$ cat config.mk
export PLATFORM = sky130hd
export DESIGN_NAME = dmem_port_arbiter
export DESIGN_NICKNAME = d
export VERILOG_FILES = /design/src/rtl/dmem_arb_pkg.sv /design/src/rtl/dmem_port_arbiter.sv
export SDC_FILE = /design/constraint.sdc
export NUM_CORES = 1
export LEC_CHECK = 0
export CORE_MARGIN = 2
export CORE_UTILIZATION = 31
export CTS_CLUSTER_DIAMETER = 40
export CTS_CLUSTER_SIZE = 25
export DETAILED_ROUTE_END_ITERATION = 10
export PLACE_DENSITY_LB_ADDON = 0.08
export SLEW_MARGIN = 10
export SYNTH_ARGS = -nofsm -noshare
export SYNTH_HDL_FRONTEND = slang
export SYNTH_SLANG_ARGS = --single-unit
$ cat constraint.sdc
create_clock -name clk -period 1.8 [get_ports clk]
set_input_delay 0.36 -clock clk [delete_from_list [all_inputs] [get_ports clk]]
set_output_delay 0.36 -clock clk [all_outputs]
set_load 0.005 [all_outputs]
$ cat src/rtl/dmem_arb_pkg.sv
// Shared types for the data-memory port arbiter: FSM states and the
// registered store-drain slot.
package dmem_arb_pkg;

  typedef enum logic [1:0] {
    IDLE,
    STORE_WAIT,
    LOAD_WAIT
  } state_t;

  typedef struct packed {
    logic [31:0] addr;
    logic [3:0]  wmask;
    logic [31:0] wdata;
    logic        valid;
  } store_slot_t;

endpackage

$ cat src/rtl/dmem_port_arbiter.sv
// Merges committed store drains and loads onto one single-ported dcache
// request, one access in flight, loads first unless a store has starved.
module dmem_port_arbiter
  import dmem_arb_pkg::*;
#(
  parameter int STARVE_LIMIT = 4,
  parameter int CNT_WIDTH    = $clog2(STARVE_LIMIT + 1)
) (
  input  logic        clk,
  input  logic        rst,
  input  logic        st_req,
  input  logic [31:0] st_addr,
  input  logic [3:0]  st_wmask,
  input  logic [31:0] st_wdata,
  output logic        st_busy,
  output logic        st_resp,
  input  logic        ld_valid,
  output logic        ld_ready,
  input  logic [31:0] ld_addr,
  input  logic [3:0]  ld_rmask,
  output logic        ld_resp,
  output logic [31:0] ld_rdata,
  input  logic        flush,
  output logic [31:0] dc_addr,
  output logic [3:0]  dc_rmask,
  output logic [3:0]  dc_wmask,
  output logic [31:0] dc_wdata,
  input  logic [31:0] dc_rdata,
  input  logic        dc_resp
);

  localparam logic [CNT_WIDTH-1:0] CNT_MAX = CNT_WIDTH'(STARVE_LIMIT);

  state_t                state, state_next;
  store_slot_t           slot;
  logic                  drop;
  logic [CNT_WIDTH-1:0]  cnt;
  logic                  store_win;
  logic                  load_issue;
  logic                  store_done;

  assign store_win  = (state == IDLE) && slot.valid && (!ld_valid || flush || cnt == CNT_MAX);
  assign load_issue = (state == IDLE) && !store_win && ld_valid && !flush;
  assign store_done = (state == STORE_WAIT) && dc_resp;
  assign st_busy    = slot.valid;

  always_ff @(posedge clk) begin
    if (rst) begin
      state <= IDLE;
    end else begin
      state <= state_next;
    end
  end

  // Zero-mask drains are acknowledged by accepting st_req but never occupy the slot.
  always_ff @(posedge clk) begin
    if (rst) begin
      slot <= '0;
    end else if (store_done) begin
      slot.valid <= 1'b0;
    end else if (st_req && !slot.valid && st_wmask != 4'b0000) begin
      slot.addr  <= st_addr;
      slot.wmask <= st_wmask;
      slot.wdata <= st_wdata;
      slot.valid <= 1'b1;
    end
  end

  always_ff @(posedge clk) begin
    if (rst) begin
      cnt <= '0;
    end else if (store_win) begin
      cnt <= '0;
    end else if (load_issue && slot.valid && cnt != CNT_MAX) begin
      cnt <= cnt + 1'b1;
    end
  end

  // A flushed in-flight load still owns the cache until its response returns.
  always_ff @(posedge clk) begin
    if (rst) begin
      drop <= 1'b0;
    end else if (state == LOAD_WAIT) begin
      if (dc_resp) begin
        drop <= 1'b0;
      end else if (flush) begin
        drop <= 1'b1;
      end
    end
  end

  always_comb begin
    state_next = state;
    ld_ready   = 1'b0;
    st_resp    = 1'b0;
    ld_resp    = 1'b0;
    ld_rdata   = 32'h0;
    dc_addr    = 32'h0;
    dc_rmask   = 4'b0000;
    dc_wmask   = 4'b0000;
    dc_wdata   = 32'h0;
    case (state)
      IDLE: begin
        if (store_win) begin
          dc_addr    = slot.addr & 32'hFFFF_FFFC;
          dc_wmask   = slot.wmask;
          dc_wdata   = slot.wdata;
          state_next = STORE_WAIT;
        end else if (load_issue) begin
          ld_ready   = 1'b1;
          dc_addr    = ld_addr & 32'hFFFF_FFFC;
          dc_rmask   = ld_rmask;
          state_next = LOAD_WAIT;
        end
      end
      STORE_WAIT: begin
        if (dc_resp) begin
          st_resp    = 1'b1;
          state_next = IDLE;
        end
      end
      LOAD_WAIT: begin
        if (dc_resp) begin
          ld_resp    = !drop && !flush;
          ld_rdata   = (!drop && !flush) ? dc_rdata : 32'h0;
          state_next = IDLE;
        end
      end
      default: state_next = IDLE;
    endcase
  end

  a_no_req_busy: assert property (@(posedge clk) disable iff (rst) st_req |-> !st_busy);
  a_ld_mask:     assert property (@(posedge clk) disable iff (rst) ld_valid |-> ld_rmask != 4'b0000);
  a_resp_wait:   assert property (@(posedge clk) disable iff (rst) dc_resp |-> state != IDLE);
  a_ld_stable:   assert property (@(posedge clk) disable iff (rst)
                   (ld_valid && !ld_ready) |=> (!ld_valid || ($stable(ld_addr) && $stable(ld_rmask))));

endmodule

; Word level (Yosys, flattened, before mapping)
; Cells that the tools add are included.
; Widths: inputs -> output; s select.
[totals]
ff_bits = 75
in_bits = 142
output_inout_bits = 108
wordCells = 68
[classes]
n_addsub = 1
n_eq_ne = 6
muxes = 26
n_bitwise = 1
reduce_logical = 27
[op_table]
columns = operator, n
row1 = $mux 32, 8
row2 = $mux 4, 5
row3 = $logic_and 1x1->1, 11
row4 = $mux 1, 9
row5 = $mux 2, 3
row6 = $ne 3x3->1 const B, 2
row7 = $reduce_and 2->1, 3
row8 = $reduce_or 2->1, 3
row9 = $logic_not 1->1, 5
row10 = $pmux 2 s2, 1
row11 = $reduce_bool 4->1, 1
row12 = $add 3x1->3 const B, 1
row13 = $eq 3x3->1 const B, 1
row14 = $eq 2x1->1 const B, 1
row15 = $eq 2x2->1 const B, 1
row16 = $logic_not 2->1, 1
row17 = $logic_or 1x1->1, 2
row18 = $ne 2x1->1 const B, 1
row19 = $reduce_bool 2->1, 1
row20 = $not 1->1, 1

; Depth between registers and ports, before layout
[logic_depth]
word_depth = 11
mapped_depth = 7
ltp_nobuf = 5

; Least setup slack after synthesis
; No wires, ideal clock.
[synth_timing]
path_type = register -> output
start = register state[0]
end = output dc_wdata[10]
t_arrival_ps = 1379
required_time_ps = 1440
path_slack_ps = 61
stages_incl_launch_ff = 8
path_buffers = 2
cell_sequence = dfxtp_1 -> inv_1 -> ha_1 -> nand2_1 -> a21oi_2 -> buf_2 -> clkbuf_1 -> and2_1
[synth_via]
elab_chain_len = 5
[synth_lines]
columns = item, line
row1 = "start, declared", dmem_port_arbiter.sv:34  ; state_t state, state_next;
row2 = "start signal, assigned", dmem_port_arbiter.sv:51  ; state <= state_next;
row3 = $logic_not 2->1 (*), "dmem_port_arbiter.sv:42, dmem_port_arbiter.sv:102"
row4 = $logic_and 1x1->1 (2 in series), dmem_port_arbiter.sv:42  ; assign store_win = (state == IDLE) && slot.valid && (!ld_valid || flush || cnt == CNT_MAX);
row5 = $mux 32, dmem_port_arbiter.sv:104  ; if (store_win) begin
row6 = $mux 32 (*), dmem_port_arbiter.sv:102  ; case (state)
row7 = "end, declared", dmem_port_arbiter.sv:27  ; output logic [31:0] dc_wdata,
; Mark *: on every way between the ends. The rest lies on a longest branch, timed or not.

; Worst setup path in the final report
[layout_timing]
start = register cnt[0]
end = output dc_addr[5]
[layout_via]
elab_chain_len = 10
[layout_lines]
columns = item, line
row1 = "start, declared", dmem_port_arbiter.sv:37  ; logic [CNT_WIDTH-1:0] cnt;
row2 = "start signal, assigned", dmem_port_arbiter.sv:75  ; cnt <= cnt + 1'b1;
row3 = $eq 3x3->1 (*), dmem_port_arbiter.sv:42
row4 = $logic_or 1x1->1 (*), dmem_port_arbiter.sv:42
row5 = $logic_and 1x1->1 (*), dmem_port_arbiter.sv:42
row6 = $logic_not 1->1, dmem_port_arbiter.sv:43  ; assign load_issue = (state == IDLE) && !store_win && ld_valid && !flush;
row7 = $logic_and 1x1->1 (3 in series), dmem_port_arbiter.sv:43
row8 = $mux 32, dmem_port_arbiter.sv:109  ; end else if (load_issue) begin
row9 = $mux 32 (*), dmem_port_arbiter.sv:104
row10 = $mux 32 (*), dmem_port_arbiter.sv:102
row11 = "end, declared", dmem_port_arbiter.sv:24  ; output logic [31:0] dc_addr,
; Marks and branches as above.

==> summary.txt <==
Logic synthesis
  • Synth Cell Area: 3836 sq um
  • Synthesis Warnings: 0
  • Library cells used by synthesis: 30
  • Yosys top cell area share: 38.10%
  • Fraction of registers with async set/reset: 0%
  • Seq/Total Area, Yosys: 38.10%
  • Syn_area_per_cell: 8.394 sq um
  • Area contributors post-synth: dfxtp_1 38%, mux2i_1 17%, nand2_1 14%, and2_1 12%, a22o_1 6.8%
  • Ys flop type: dfxtp_1
  • Synth Instances: 457
  • EDFF count, synth: 0
  • #FFs+latches synth: 73
  • Post-synth top area cell: dfxtp_1

Worst setup path
  • Arrival @ worst endpoint: 1930 ps
  • Reg-to-Reg Start: cnt[0]
  • Critical path launch point type: flop
  • Setup crit start: cnt[0]
  • End of the critical path: dc_addr[5]
  • Crit path capture type: output port
  • R2r endpoint: cnt[0]
  • CP Class: reg -> out
  • Crit Path Max Fanout: 7
  • Data required, critical path: 1440 ps
  • Worst Reg-to-Reg Cells: 16
  • Setup slack, reg-to-reg: -250 ps

STA
  • Skew final: 6.178 ps
  • RSZ-0062 raised after global routing: true
  • FMAX: 0.4371 GHz
  • Hold Fails Final Rpt: 0
  • Final setup margin: -487.8 ps
  • Crit share post-route: 127.1%
  • Setup-failing EPs final: 106
  • Minimum clock period: 2288 ps
  • Setup_tns: -33810 ps
  • Fin. max-slew vios: 0

Layout
  • Final Non-Filler Cells: 954
  • Fillers: 966
  • Post-layout util: 68.46%
  • Area Growth Syn to Fin: 115.3%
  • Antenna cells: 0
  • Nets: 928
  • Layout cell share with drive strength beyond 1: 39.82%
  • Most frequent cells in the layout: 135 x nand2_1, 135 x clkdlybuf4s50_1, 108 x buf_6

Flow run
  • Max-cap violations: 0

GRT
  • Total gr overflow: 0
  • GRT Total Usage: 21.82%
  • Largest net degree at the start of global routing: 49
  • Vias in the first global route: 4401
  • Initial antenna violation count: 0
  • First-pass GRT wire length: 22400 um

CTS
  • CTS clk-pin slew, worst paths: 60 ps
  • Clk root buf: clkbuf_16
  • Clock buffer depth: 2
  • H-tree depth: 3
  • Clock sink count: 73
  • Clk Latency, worst-skew pair: 330 ps
  • CTS tree: done
  • Hold_buf cts: 0
  • CTS Buf Count: 9

Pwr
  • PD cells: 624.3 nW/um^2
  • Pwr Total: 5.155 mW
  • LEAKAGE: 3.707 nW
  • VDD IR-drop max: 0.3530 mV

Floorplanning
  • Die Y: 115.2 um
  • Initial Util: 31.80%
  • Die area: 13280 sq um
  • Die Wd: 115.2 um
  • Std-Cell Rows: 40
  • Ports: 250
  • Core outline area: 12060 sq um

Routing
  • WL final: 15770 um
  • Vias/cell: 4.610
  • Drt pass-1 iters: 4
  • DRC viols: 0
  • Vias: 4398
  • Drt wl/cell: 16.53 um
  • Initial DRC count: 158
  • Routed Antenna Nets: 0

Place
  • Placed cells: 869
  • IO Port Bufs: 243
  • GP Congestion: 0.7450
  • Detail Placement HPWL: 9207 um

Run status
  • Status: finished with violations
  • Violated checks: setup timing

Min path
  • Hold Crit Class: in -> reg
-- through the flow --
step / hold slack [ps] / cell area [sq um] / setup WS (ps)
6_report: 442.4 / 8258 / -487.8
5_1_grt: 468.9 / 8258 / -544.2
4_1_cts: 456.2 / 7716 / -458.7
3_5_place_dp: 447.8 / 6744 / -781.7
3_3_place_gp: 437.3 / 6744 / -759.8
2_1_floorplan: 430.1 / 3840 / 60.82
-- worst max-delay path, cell delays in order (launching register included) --
cell and delay, ps:
dfxtp_2 330, inv_2 90, ha_4 140, nand2_4 60, o211a_4 290, buf_12 150
buf_16 130, buf_8 120, a22o_1 160, buf_2 120
-- worst min path at each step --
stage	start	end	cells after the start
6_report	dc_resp	drop	3
5_1_grt	slot[24]	slot[24]	2
4_1_cts	slot[5]	slot[5]	2
3_5_place_dp	slot[11]	slot[11]	2
3_3_place_gp	slot[15]	slot[15]	2
2_1_floorplan	slot[10]	slot[10]	2
-- cell usage after synthesis (2+ instances only) --
cell,count
nand4_1,2
nand2_1,138
a211oi_1,3
nand4b_1,2
clkbuf_1,22
inv_1,6
mux2i_1,66
nor2b_1,2
a22o_1,30
buf_2,9
buf_6,5
a21oi_1,4
and2_1,74
ha_1,5
buf_4,2
dfxtp_1,73
-- power by group --
group / internal (mW) / switching (mW) / total [mW]
logic: 1.06 / 0.603 / 1.66
clock network: 1.00 / 0.679 / 1.68
registers: 1.74 / 0.0726 / 1.81
-- routing by layer --
layer / track usage, % / part of all wire, % / vias up
met5: 0 / 0 / -
met4: 9.799 / 2.6 / 0
met3: 5.851 / 7.7 / 28
met2: 38.47 / 50 / 170
met1: 24.63 / 40 / 2036
li1: - / - / 2164
-- cell type report --
class	count	area, sq um	area share (%)
clock buffers	11	252.7	3.061
repair buffers	351	3856	46.70
well taps	168	210.2	2.545
clock inverters	5	30.03	0.3636
inverters	7	28.78	0.3485
multi-input cells	339	2414	29.23
flip-flops and latches	73	1466	17.76
-- cells by family (layout without fill, tap and decap cells) --
kind of cell | count (synthesis) | count (layout) | synth area share (%)
other | 1 | 2 | 0.09775
adder cells (fa/ha/maj) | 5 | 5 | 1.631
flip-flops | 73 | 73 | 38.10
buffers and inverters | 46 | 374 | 5.968
multiplexers | 66 | 66 | 17.22
AO/OA/AOI/OAI | 44 | 44 | 9.654
AND/OR/NAND/NOR | 222 | 222 | 27.33
-- registers in the layout, indices dropped and copies added (netlist names) --
register  flops
slot         66
cnt           3
state         2
drop          1
st_busy       1
-- timing repair --
item	CTS	global route
setup buffers	45	13
endpoints found under the setup margin	113	172
resized for setup	496	145
gates cloned	15	5
pin swaps	32	51
No activity file was read; power rests on OpenSTA's default activity.
